### src/rtl/k12_alu_if.sv
// Operand/instruction/result bundle between the register-file read side
// and the K12 ALU.
interface k12_alu_if;
   logic [7:0]  a;
   logic [7:0]  b;
   logic [15:0] inst;
   logic [7:0]  res;
   logic        cond;

   modport master (output a, b, inst, input res, cond);
   modport slave  (input a, b, inst, output res, cond);
endinterface

### src/rtl/k12_alu.sv
// K12 8-bit ALU: decodes the instruction word, combines operand A with
// operand B or an 8-bit immediate, and registers result plus condition flag.
module k12_alu (
   input  logic        clk,
   input  logic        rst_n,
   k12_alu_if.slave    bus
);

   logic [7:0]  res_q, res_d;
   logic        cond_q, cond_d;

   logic [1:0]  cls;
   logic        imm_sel;
   logic [4:0]  fn;
   logic [7:0]  op2;
   logic [2:0]  sh;
   logic [7:0]  diff;
   logic [15:0] rot_l;
   logic [15:0] rot_r;

   assign cls     = bus.inst[15:14];
   assign imm_sel = bus.inst[13];
   assign fn      = bus.inst[12:8];
   assign op2     = imm_sel ? bus.inst[7:0] : bus.b;
   assign sh      = op2[2:0];
   assign diff    = bus.a - op2;
   // Rotates fall out of shifting a doubled copy of the operand.
   assign rot_l   = {bus.a, bus.a} << sh;
   assign rot_r   = {bus.a, bus.a} >> sh;

   // Next result and flag from the current operands and instruction.
   always_comb begin
      res_d  = 8'h00;
      cond_d = 1'b0;
      if (cls == 2'b00) begin
         case (fn)
            5'h00: res_d = bus.a + op2;
            5'h01: res_d = diff;
            5'h02: res_d = bus.a & op2;
            5'h03: res_d = bus.a | op2;
            5'h04: res_d = bus.a ^ op2;
            5'h05: res_d = ~bus.a;
            5'h06: res_d = 8'h00 - bus.a;
            5'h07: res_d = op2;
            5'h08: res_d = bus.a + 8'd1;
            5'h09: res_d = bus.a - 8'd1;
            5'h0A: res_d = bus.a << sh;
            5'h0B: res_d = bus.a >> sh;
            5'h0C: res_d = $unsigned($signed(bus.a) >>> sh);
            5'h0D: res_d = rot_l[15:8];
            5'h0E: res_d = rot_r[7:0];
            5'h0F: res_d = {bus.a[3:0], bus.a[7:4]};
            5'h10: begin res_d = diff; cond_d = (bus.a == op2); end
            5'h11: begin res_d = diff; cond_d = (bus.a != op2); end
            5'h12: begin res_d = diff; cond_d = (bus.a <  op2); end
            5'h13: begin res_d = diff; cond_d = (bus.a >= op2); end
            5'h14: begin res_d = diff; cond_d = ($signed(bus.a) <  $signed(op2)); end
            5'h15: begin res_d = diff; cond_d = ($signed(bus.a) >= $signed(op2)); end
            5'h16: begin res_d = bus.a; cond_d = bus.a[7]; end
            5'h17: begin res_d = bus.a & op2; cond_d = |(bus.a & op2); end
            default: begin res_d = 8'h00; cond_d = 1'b0; end
         endcase
         // Plain data ops flag a zero result; compares/TST/BIT set their own.
         if (fn < 5'h10) begin
            cond_d = (res_d == 8'h00);
         end
      end
   end

   // Output registers; reset clears them immediately.
   always_ff @(posedge clk or negedge rst_n) begin
      if (!rst_n) begin
         res_q  <= 8'h00;
         cond_q <= 1'b0;
      end else begin
         res_q  <= res_d;
         cond_q <= cond_d;
      end
   end

   assign bus.res  = res_q;
   assign bus.cond = cond_q;

endmodule

### src/flat_wrapper.sv
// flat-port wrapper written by rule: the top's interface ports become plain ports
module k12_alu_flat 
  (clk, rst_n, bus_a, bus_b, bus_inst, bus_res, bus_cond);
  k12_alu_if bus_i ();
  input  logic clk;
  input  logic rst_n;
  input wire logic [$bits(bus_i.a)-1:0] bus_a;
  input wire logic [$bits(bus_i.b)-1:0] bus_b;
  input wire logic [$bits(bus_i.inst)-1:0] bus_inst;
  output wire logic [$bits(bus_i.res)-1:0] bus_res;
  output wire logic [$bits(bus_i.cond)-1:0] bus_cond;
  assign bus_i.a = bus_a;
  assign bus_i.b = bus_b;
  assign bus_i.inst = bus_inst;
  assign bus_res = bus_i.res;
  assign bus_cond = bus_i.cond;
  k12_alu u_core (.clk(clk), .rst_n(rst_n), .bus(bus_i));
endmodule
### config.mk
export PLATFORM = sky130hd
export DESIGN_NAME = k12_alu_flat
export DESIGN_NICKNAME = d
export VERILOG_FILES = /design/src/rtl/k12_alu_if.sv /design/src/rtl/k12_alu.sv /design/src/flat_wrapper.sv
export SDC_FILE = /design/constraint.sdc
export NUM_CORES = 1
export LEC_CHECK = 0
export CORE_UTILIZATION = 30
export CTS_CLUSTER_SIZE = 14
export DETAILED_ROUTE_END_ITERATION = 6
export MAX_ROUTING_LAYER = met4
export PLACE_DENSITY = 0.56
export SYNTH_ARGS = -nofsm -noshare
export SYNTH_HDL_FRONTEND = slang
export SYNTH_SLANG_ARGS = --single-unit
export TNS_END_PERCENT = 10
### constraint.sdc
create_clock -name clk -period 0.8 [get_ports clk]
set_input_delay 0.08 -clock clk [delete_from_list [all_inputs] [get_ports clk]]
set_output_delay 0.08 -clock clk [all_outputs]
set_load 0.1 [all_outputs]
After elaboration in Yosys (flattened, before gate mapping)
Cells that the tools add are included.
W data, S select, Z words.
{"block": "totals", "mem_bits_ro": 0, "reg_bits": 9, "ram_bits": 0, "latch_bits": 0, "input_bits": 34, "mem_count": 0}
{"block": "classes", "shifts": 5, "mux": 7, "n_lt_le_gt_ge": 5, "n_eq_ne": 25, "n_bitwise": 4, "multipliers": 0, "n_reduce_logical": 6, "n_div": 0, "add_sub_neg": 5}
{"operator": "$pmux W8 S17", "count": 1}
{"operator": "$eq A5 B4 Y1 const B", "count": 8}
{"operator": "$eq A5 B5 Y1 const B", "count": 8}
{"operator": "$mux W8", "count": 3}
{"operator": "$eq A5 B3 Y1 const B", "count": 4}
{"operator": "$ge A8 B8 Y1", "count": 2}
{"operator": "$lt A8 B8 Y1", "count": 2}
{"operator": "$shl A16 B3 Y16", "count": 1}
{"operator": "$shr A16 B3 Y8", "count": 1}
{"operator": "$eq A5 B2 Y1 const B", "count": 2}
{"operator": "$add A8 B1 Y8 const B", "count": 1}
{"operator": "$add A8 B8 Y8", "count": 1}
{"operator": "$and A8 B8 Y8", "count": 1}
{"operator": "$eq A8 B8 Y1", "count": 1}
{"operator": "$logic_not A8 Y1", "count": 1}
{"operator": "$ne A8 B8 Y1", "count": 1}
{"operator": "$not A8 Y8", "count": 1}
{"operator": "$or A8 B8 Y8", "count": 1}
{"operator": "$pmux W1 S8", "count": 1}
{"operator": "$reduce_or A8 Y1", "count": 1}
{"operator": "$shl A8 B3 Y8", "count": 1}
{"operator": "$shr A8 B3 Y8", "count": 1}
{"operator": "$sshr A8 B3 Y8", "count": 1}
{"operator": "$sub A1 B8 Y8 const A", "count": 1}
{"operator": "10 further kinds", "count": 11}

Longest topological paths before layout
{"block": "depth", "ltp_word": 7, "mapped_depth": 15, "ltp_nobuf": 13}

Least setup slack after synthesis
No wires, ideal clock.
{"block": "synth_path", "path_type": "input to register", "startpoint": "in bus_inst[13]", "endpoint": "reg u_core.cond_q, in the netlist u_core.bus.cond", "t_arrival_ps": 3190, "setup_ps": 104, "required_ps": 696, "path_buffers": 2, "cell_stages": 15, "slack_ps": -2494, "cell_sequence": "buf_6 mux2i_2 buf_2 ha_1 o21a_1 inv_1 ha_1 nor2b_1 o31ai_1 a21oi_1 a21o_1 a21oi_1 xnor2_1 a211o_1 o41ai_2"}
{"block": "synth_between", "elab_chain_cells": 7, "elab_cells_between_ends": 24}
{"item": "from (decl)", "line": "flat_wrapper.sv:9", "source": "input wire logic [$bits(bus_i.inst)-1:0] bus_inst;"}
{"item": "$mux W8 *", "line": "k12_alu.sv:24", "source": "assign op2 = imm_sel ? bus.inst[7:0] : bus.b;"}
{"item": "$sub A8 B8 Y8 (tied with other cells)", "line": "k12_alu.sv:26", "source": "assign diff = bus.a - op2;"}
{"item": "$pmux W8 S17", "line": "k12_alu.sv:36", "source": "case (fn)"}
{"item": "$mux W8", "line": "k12_alu.sv:35", "source": "if (cls == 2'b00) begin"}
{"item": "$logic_not A8 Y1", "line": "k12_alu.sv:65", "source": "cond_d = (res_d == 8'h00);"}
{"item": "$mux W1 *", "line": "k12_alu.sv:64", "source": "if (fn < 5'h10) begin"}
{"item": "$mux W1 *", "line": "k12_alu.sv:35"}
{"item": "net u_core.cond_d", "line": "k12_alu.sv:10", "source": "logic cond_q, cond_d;"}
{"item": "to (signal assigned)", "line": "k12_alu.sv:77", "source": "cond_q <= cond_d;"}
{"item": "to (decl)", "line": "k12_alu.sv:10"}
Mark *: on every way through the listed nets, which the timed path passes. The rest lies on a longest branch. The select of a mux whose other input is x is not followed.

Final worst setup path
{"block": "layout_path", "startpoint": "in bus_inst[3]", "endpoint": "reg u_core.cond_q, in the netlist u_core.bus.cond"}
{"block": "layout_between", "elab_chain_cells": 7, "elab_cells_between_ends": 19}
{"item": "$mux W8 *", "line": "k12_alu.sv:24"}
{"item": "$sub A8 B8 Y8 (tied with other cells)", "line": "k12_alu.sv:26"}
{"item": "$pmux W8 S17", "line": "k12_alu.sv:36"}
{"item": "$mux W8", "line": "k12_alu.sv:35"}
{"item": "$logic_not A8 Y1", "line": "k12_alu.sv:65"}
{"item": "$mux W1 *", "line": "k12_alu.sv:64"}
{"item": "$mux W1 *", "line": "k12_alu.sv:35"}
{"item": "net u_core.cond_d", "line": "k12_alu.sv:10"}
Marked as above.

==> flow_metrics.env <==
export IMPL_synth_fp_nets=526
export IMPL_async_reset_ff_share_pct=100
export IMPL_synth_area_leaders="ha_1, mux2i_1, dfrtp_1"
export IMPL_die_x_um=107
export IMPL_relSlewSlack_pct=56.9
export IMPL_multi_input_area_um2=3120
export IMPL_setup_slack_ps=-1940
export IMPL_die_height_um=107
export IMPL_fp_coreArea_um2=10800
export IMPL_crit_path_max_fanout=5
export IMPL_fin_area_um2=5430
export IMPL_ir_worst_vdd_v=0.000541
export IMPL_cp_start_kind="primary input"
export IMPL_fmax_mhz=366
export IMPL_finalHoldViolCount=0
export IMPL_row_count=38
export IMPL_vias=4302
export IMPL_clk_path_buf_depth=2
export IMPL_globalRouteOverflowTotal=0
export IMPL_drt_initial_drc_count=315
export IMPL_place_gp_congestion=0.968
export IMPL_port_buffers=42
export IMPL_p_leak_uw=0.00247
export IMPL_ys_seq_elements=9
export IMPL_cp_data_arrival_time_ps=2850
export IMPL_die_area_um2=11500
export IMPL_p_int_uw=2810
export IMPL_avgSynthCellArea_um2=7.30
export IMPL_swShare_pct=45.3
export IMPL_combinationalPowerShare_pct=80.0
export IMPL_drv_slew=0
export IMPL_seqPwrFrac_pct=10.0
export IMPL_yosysTopAreaCell="ha_1"
export IMPL_routed_wl_um=15400
export IMPL_cts_root_buf="clkbuf_8"
export IMPL_start_util_pct=30.8
export IMPL_grt_pass1_wl_um=24200
export IMPL_io_pins=43
export IMPL_finalCriticalPeriod_ps=2740
export IMPL_clkTransAtPathRegs_ps=40
export IMPL_critPathKind="in -> reg"
export IMPL_hold_path_class="in -> async"
export IMPL_most_common_layout_cells="buf_4, nand2_1, nor2_1, ha_1, mux2i_1"
export IMPL_drc=0
export IMPL_wl_per_cell_um=19.9
export IMPL_dr_pass1_iters=5
export IMPL_setup_violations_final=18
export IMPL_yosys_warnings=0
export IMPL_num_fill_cells=1066
export IMPL_final_common_cell="buf_4"
export IMPL_post_dp_cell_area_um2=5100
export IMPL_cp_end_kind="flip-flop"
export IMPL_clkPwrFrac_pct=10.0
export IMPL_status="complete, but fails checks"
export IMPL_cts_sinks=9
export IMPL_drive_gt1_share_pct=38.6
export IMPL_yosysUniqueCellTypes=67
export IMPL_netlist_area_um2=3320
export IMPL_seqCellArea_um2=225
export IMPL_fin_crit_sh_pct=342
export IMPL_ys_seq_area_share_pct=6.78
export IMPL_cts_tree="done"
export IMPL_cp_required_ps=920
export IMPL_switchingPower_uw=2330
export IMPL_antenna_found_initial=0
export IMPL_setup_tns_ps=-15740
export IMPL_worst_pin_slew_ps=644
export IMPL_grt_setup_unrepaired="true"
export IMPL_diodes=0
export IMPL_grt_pass1_vias=4397
export IMPL_postLayoutCoreUtil_pct=50.3
export IMPL_synth_top_area_share_pct=13.2
export IMPL_via_per_inst=5.55
export IMPL_dp_hpwl_um=12300
export IMPL_synthToLayoutAreaGrowth_pct=63.4
export IMPL_synthFlopType="dfrtp_1"
export IMPL_p_per_area_nw_per_um2=947
export IMPL_grt_use_total_pct=28.2
export IMPL_fin_nets=707
export IMPL_drtAntennaViolNets=0
export IMPL_grt_max_degree=30
export IMPL_cts_buffers=3
export IMPL_violations="setup timing"
export IMPL_htree_levels=1
export IMPL_synth_edff_count=0
export IMPL_cap_violations=0
export IMPL_synthCells=455
worst max-delay path by stage:
stage / startpoint / to / slack (ps)
global route: bus_inst[13] / u_core.bus.cond / -2040
CTS: bus_inst[11] / u_core.bus.cond / -2000
detailed placement: bus_inst[13] / u_core.bus.cond / -2730
floorplan: bus_inst[13] / u_core.bus.cond / -2050
finish: bus_inst[3] / u_core.bus.cond / -1940
global placement: bus_inst[13] / u_core.bus.cond / -2640
sequential cells by signal, summed over array words and instances, names as in the netlist:
signal,count
u_core.bus.res,8
u_core.bus.cond,1
cells in the mapped netlist, types with 4 or more instances:
cell,count
a2111oi_0,4
a21oi_1,25
a221oi_1,10
a22oi_1,4
a31oi_1,5
a32oi_1,5
and3_1,4
buf_2,13
clkbuf_1,17
dfrtp_1,9
ha_1,35
inv_1,23
mux2i_1,30
mux2i_2,4
nand2_1,33
nand2b_1,8
nand3_1,13
nor2_1,34
nor2b_1,14
nor3_1,18
nor3b_1,5
nor4_1,5
o2111ai_1,5
o211ai_1,5
o21ai_0,17
o21bai_1,5
o221ai_1,5
o22ai_1,10
o31ai_1,8
xnor2_1,18
routing by layer:
| metal | vias to the layer above | global-route usage (%) | wire length (um) |
|---|---|---|---|
| met5 | - | - | 0 |
| met4 | 0 | 10.1 | 576 |
| met3 | 41 | 3.57 | 934 |
| met2 | 166 | 44.6 | 6940 |
| met1 | 2025 | 36.9 | 6970 |
| li1 | 2070 | - | - |
cells by family after synthesis:
group           share of synthesized area, %
simple gates                            26.4
fa+ha+maj                               14.4
buf+inv                                 7.49
flops                                   6.78
xor+xnor                                5.53
compound gates                          28.0
mux                                     11.4
stage by stage:
step	hold slack (ps)	total power (uW)	worst slack, ps	cells
global placement	409	4200	-2640	761
detailed placement	410	4220	-2730	761
global route	187	5470	-2040	775
floorplan	-216	2460	-2050	455
finish	176	5140	-1940	775
CTS	180	5010	-2000	772
layout make-up:
class / count / area share (%)
Sequential cell: 9 / 4.15
Tap cell: 140 / 3.23
Multi-Input combinational cell: 387 / 57.4
Inverter: 25 / 1.73
Timing Repair Buffer: 210 / 32.7
Clock buffer: 4 / 0.829
power groups by stage:
stage          clock network (uW)  registers, uW  logic (uW)
2_1_floorplan                   0            721        1740
3_3_place_gp                    0            519        3680
3_5_place_dp                    0            522        3700
4_1_cts                       524            515        3970
5_1_grt                       559            516        4400
6_report                      516            514        4110
what timing repair did:
item	CTS	global route
gates cloned	0	0
setup endpoints to repair	18	18
setup buffers	8	3
gates resized for setup	59	35
pin swaps	15	18
hold buffers	0	0
worst max-delay path, cell delays in order:
cell and delay [ps]:
clkdlybuf4s50_1 440, mux2i_4 190, buf_4 180, ha_1 250, buf_4 170, nor4_1 430, nand2_1 220, xor2_1 180
o31ai_1 230, a211oi_1 80, a311o_1 320, o41ai_2 70
Power figures use the tool's default switching activity.
==> RTL edit (same flow settings) <==
Make the reset (`rst_n`) synchronous in one clocked block.
--- a/src/rtl/k12_alu.sv
+++ b/src/rtl/k12_alu.sv
@@ -70,3 +70,3 @@
    // Output registers; reset clears them immediately.
-   always_ff @(posedge clk or negedge rst_n) begin
+   always_ff @(posedge clk) begin
       if (!rst_n) begin
Check against the original RTL: differs if rst_n is asserted again (counterexample within 4 cycles, from zero or initial values and one cycle with rst_n low); with rst_n held inactive, the same outputs for 10 cycles.
==> RTL edit against the unedited design <==
The run still ends with setup timing left; final area is 1.6% lower; power decreased by 3.7%; wire length rose by 12%; setup slack worse by 0.26 ns; synthesized area is 2.1% lower; sequential cell count unchanged; global-route usage rose by 3.3 points; die area is 2.0% lower; count of clock-buffer cells in the layout stayed put; critical path type unchanged; largest power group unchanged.
==> RTL edit: results (changes against the unedited design) <==
status: finished with violations
failing checks: setup timing
Slew @ Worst Pin: 0.577 ns (-0.0669 ns)
Worst Path Max Fanout: 2 (-3)
Hold Crit Class: in -> reg
non-filler cells, final: 791 (+2.1%)
Final WS setup: -2.19 ns (-0.260 ns)
placed cell area: 0.00494 sq mm (-3.1%)
Final HPWL DP: 13,700 microns (+11%)
slowest CP cell: nor4_2
Area contributors post-synth: ha_1 13%, mux2i_1 6.2%, a21oi_1 6.0%
Net Sw Frac: 45.9% (+0.58 points)
post-synth net total: 542 (+3.0%)
crit-path leading delay family: simple AND/OR/NAND/NOR gates
post-synthesis cell type count: 72 (+7.5%)
pre-CTS WS: -3.00 ns (-0.275 ns)
gpl congestion: 0.951 (-1.8%)
Net count, final: 727 (+2.8%)
DR WL/cell: 21.8 microns (+9.4%)
Crit path largest cell delay: 0.37 ns (-0.07 ns)
Top FF cell, synth: dfxtp_1
leakage: 2.40 nW (-2.7%)
Post-Synth XOR/XNOR Area: 5.92% (+0.39 points)
synth cell count leaders: 50 x nor2_1, 46 x nand2_1, 39 x a21oi_1
asr flop ratio synth: 0% (-100 points)
Logic pwr share: 79.4% (-0.6 points)
1st-iter DRT viols: 382 (+21%)
Total Routing Usage GR: 31.5% (+3.3 points)
fraction of synthesized area in multiplexers: 9.69% (-1.7 points)
vias: 4,524 (+5.2%)
Clock power frac: 10.9% (+0.9 points)
wire length of the first global-routing pass: 25,900 microns (+7.0%)
layout cell share with drive strength beyond 1: 37.9% (-0.72 points)
Final setup viols: 18 (unchanged)
placed insts: 773 (+1.6%)
max reg flops: 8 (unchanged)
## RTL edit: cells by family (layout without fill, tap and decap cells)
| group | Yosys count | in the layout |
|---|---|---|
| xor gates and xnor gates | 22 | 22 |
| and+or+nand+nor | 183 | 183 |
| buffers and inverters | 54 | 238 |
| muxes | 27 | 27 |
| adders and majority gates | 37 | 37 |
| AOI/OAI and AO/OA | 139 | 139 |
| DFF | 9 | 9 |
## RTL edit: final timing paths
path / startpoint / to / depth (start not counted)
max: bus_b[1] / u_core.bus.cond / 15
min: bus_inst[12] / u_core.bus.cond / 5
## RTL edit: final cells by class
cell class / count / share of cell area (%)
multi-input combinational: 408 / 56.8
sequential: 9 / 3.56
clock buffer: 4 / 0.842
tap: 136 / 3.18
timing repair buffer: 209 / 33.9
inverter: 25 / 1.80
## RTL edit: repair_timing
| action | CTS | global route |
|---|---|---|
| gates resized for setup | 56 | 38 |
| hold buffers | 0 | 0 |
| pin swaps | 23 | 24 |
| buffers inserted | 10 | 5 |
| setup endpoints to repair | 18 | 18 |
## RTL edit: metrics by stage
step	total power, mW	hold slack, ns	util [%]	TNS [ns]
2_1_floorplan	2.34	0.368	-	-18.38
3_3_place_gp	3.97	0.546	47.4	-21.91
3_5_place_dp	3.98	0.547	47.4	-22.66
6_report	4.95	0.611	51.3	-16.37
4_1_cts	4.72	0.585	49.9	-16.39
5_1_grt	5.25	0.633	51.3	-17.34
## RTL edit: metal layers
layer,up-vias,global-route usage [%],share of wire (%)
met5,-,-,0
met4,0,16.4,5.4
met3,58,5.82,7.6
met2,230,50.3,46
met1,2113,37.8,41
li1,2123,-,-
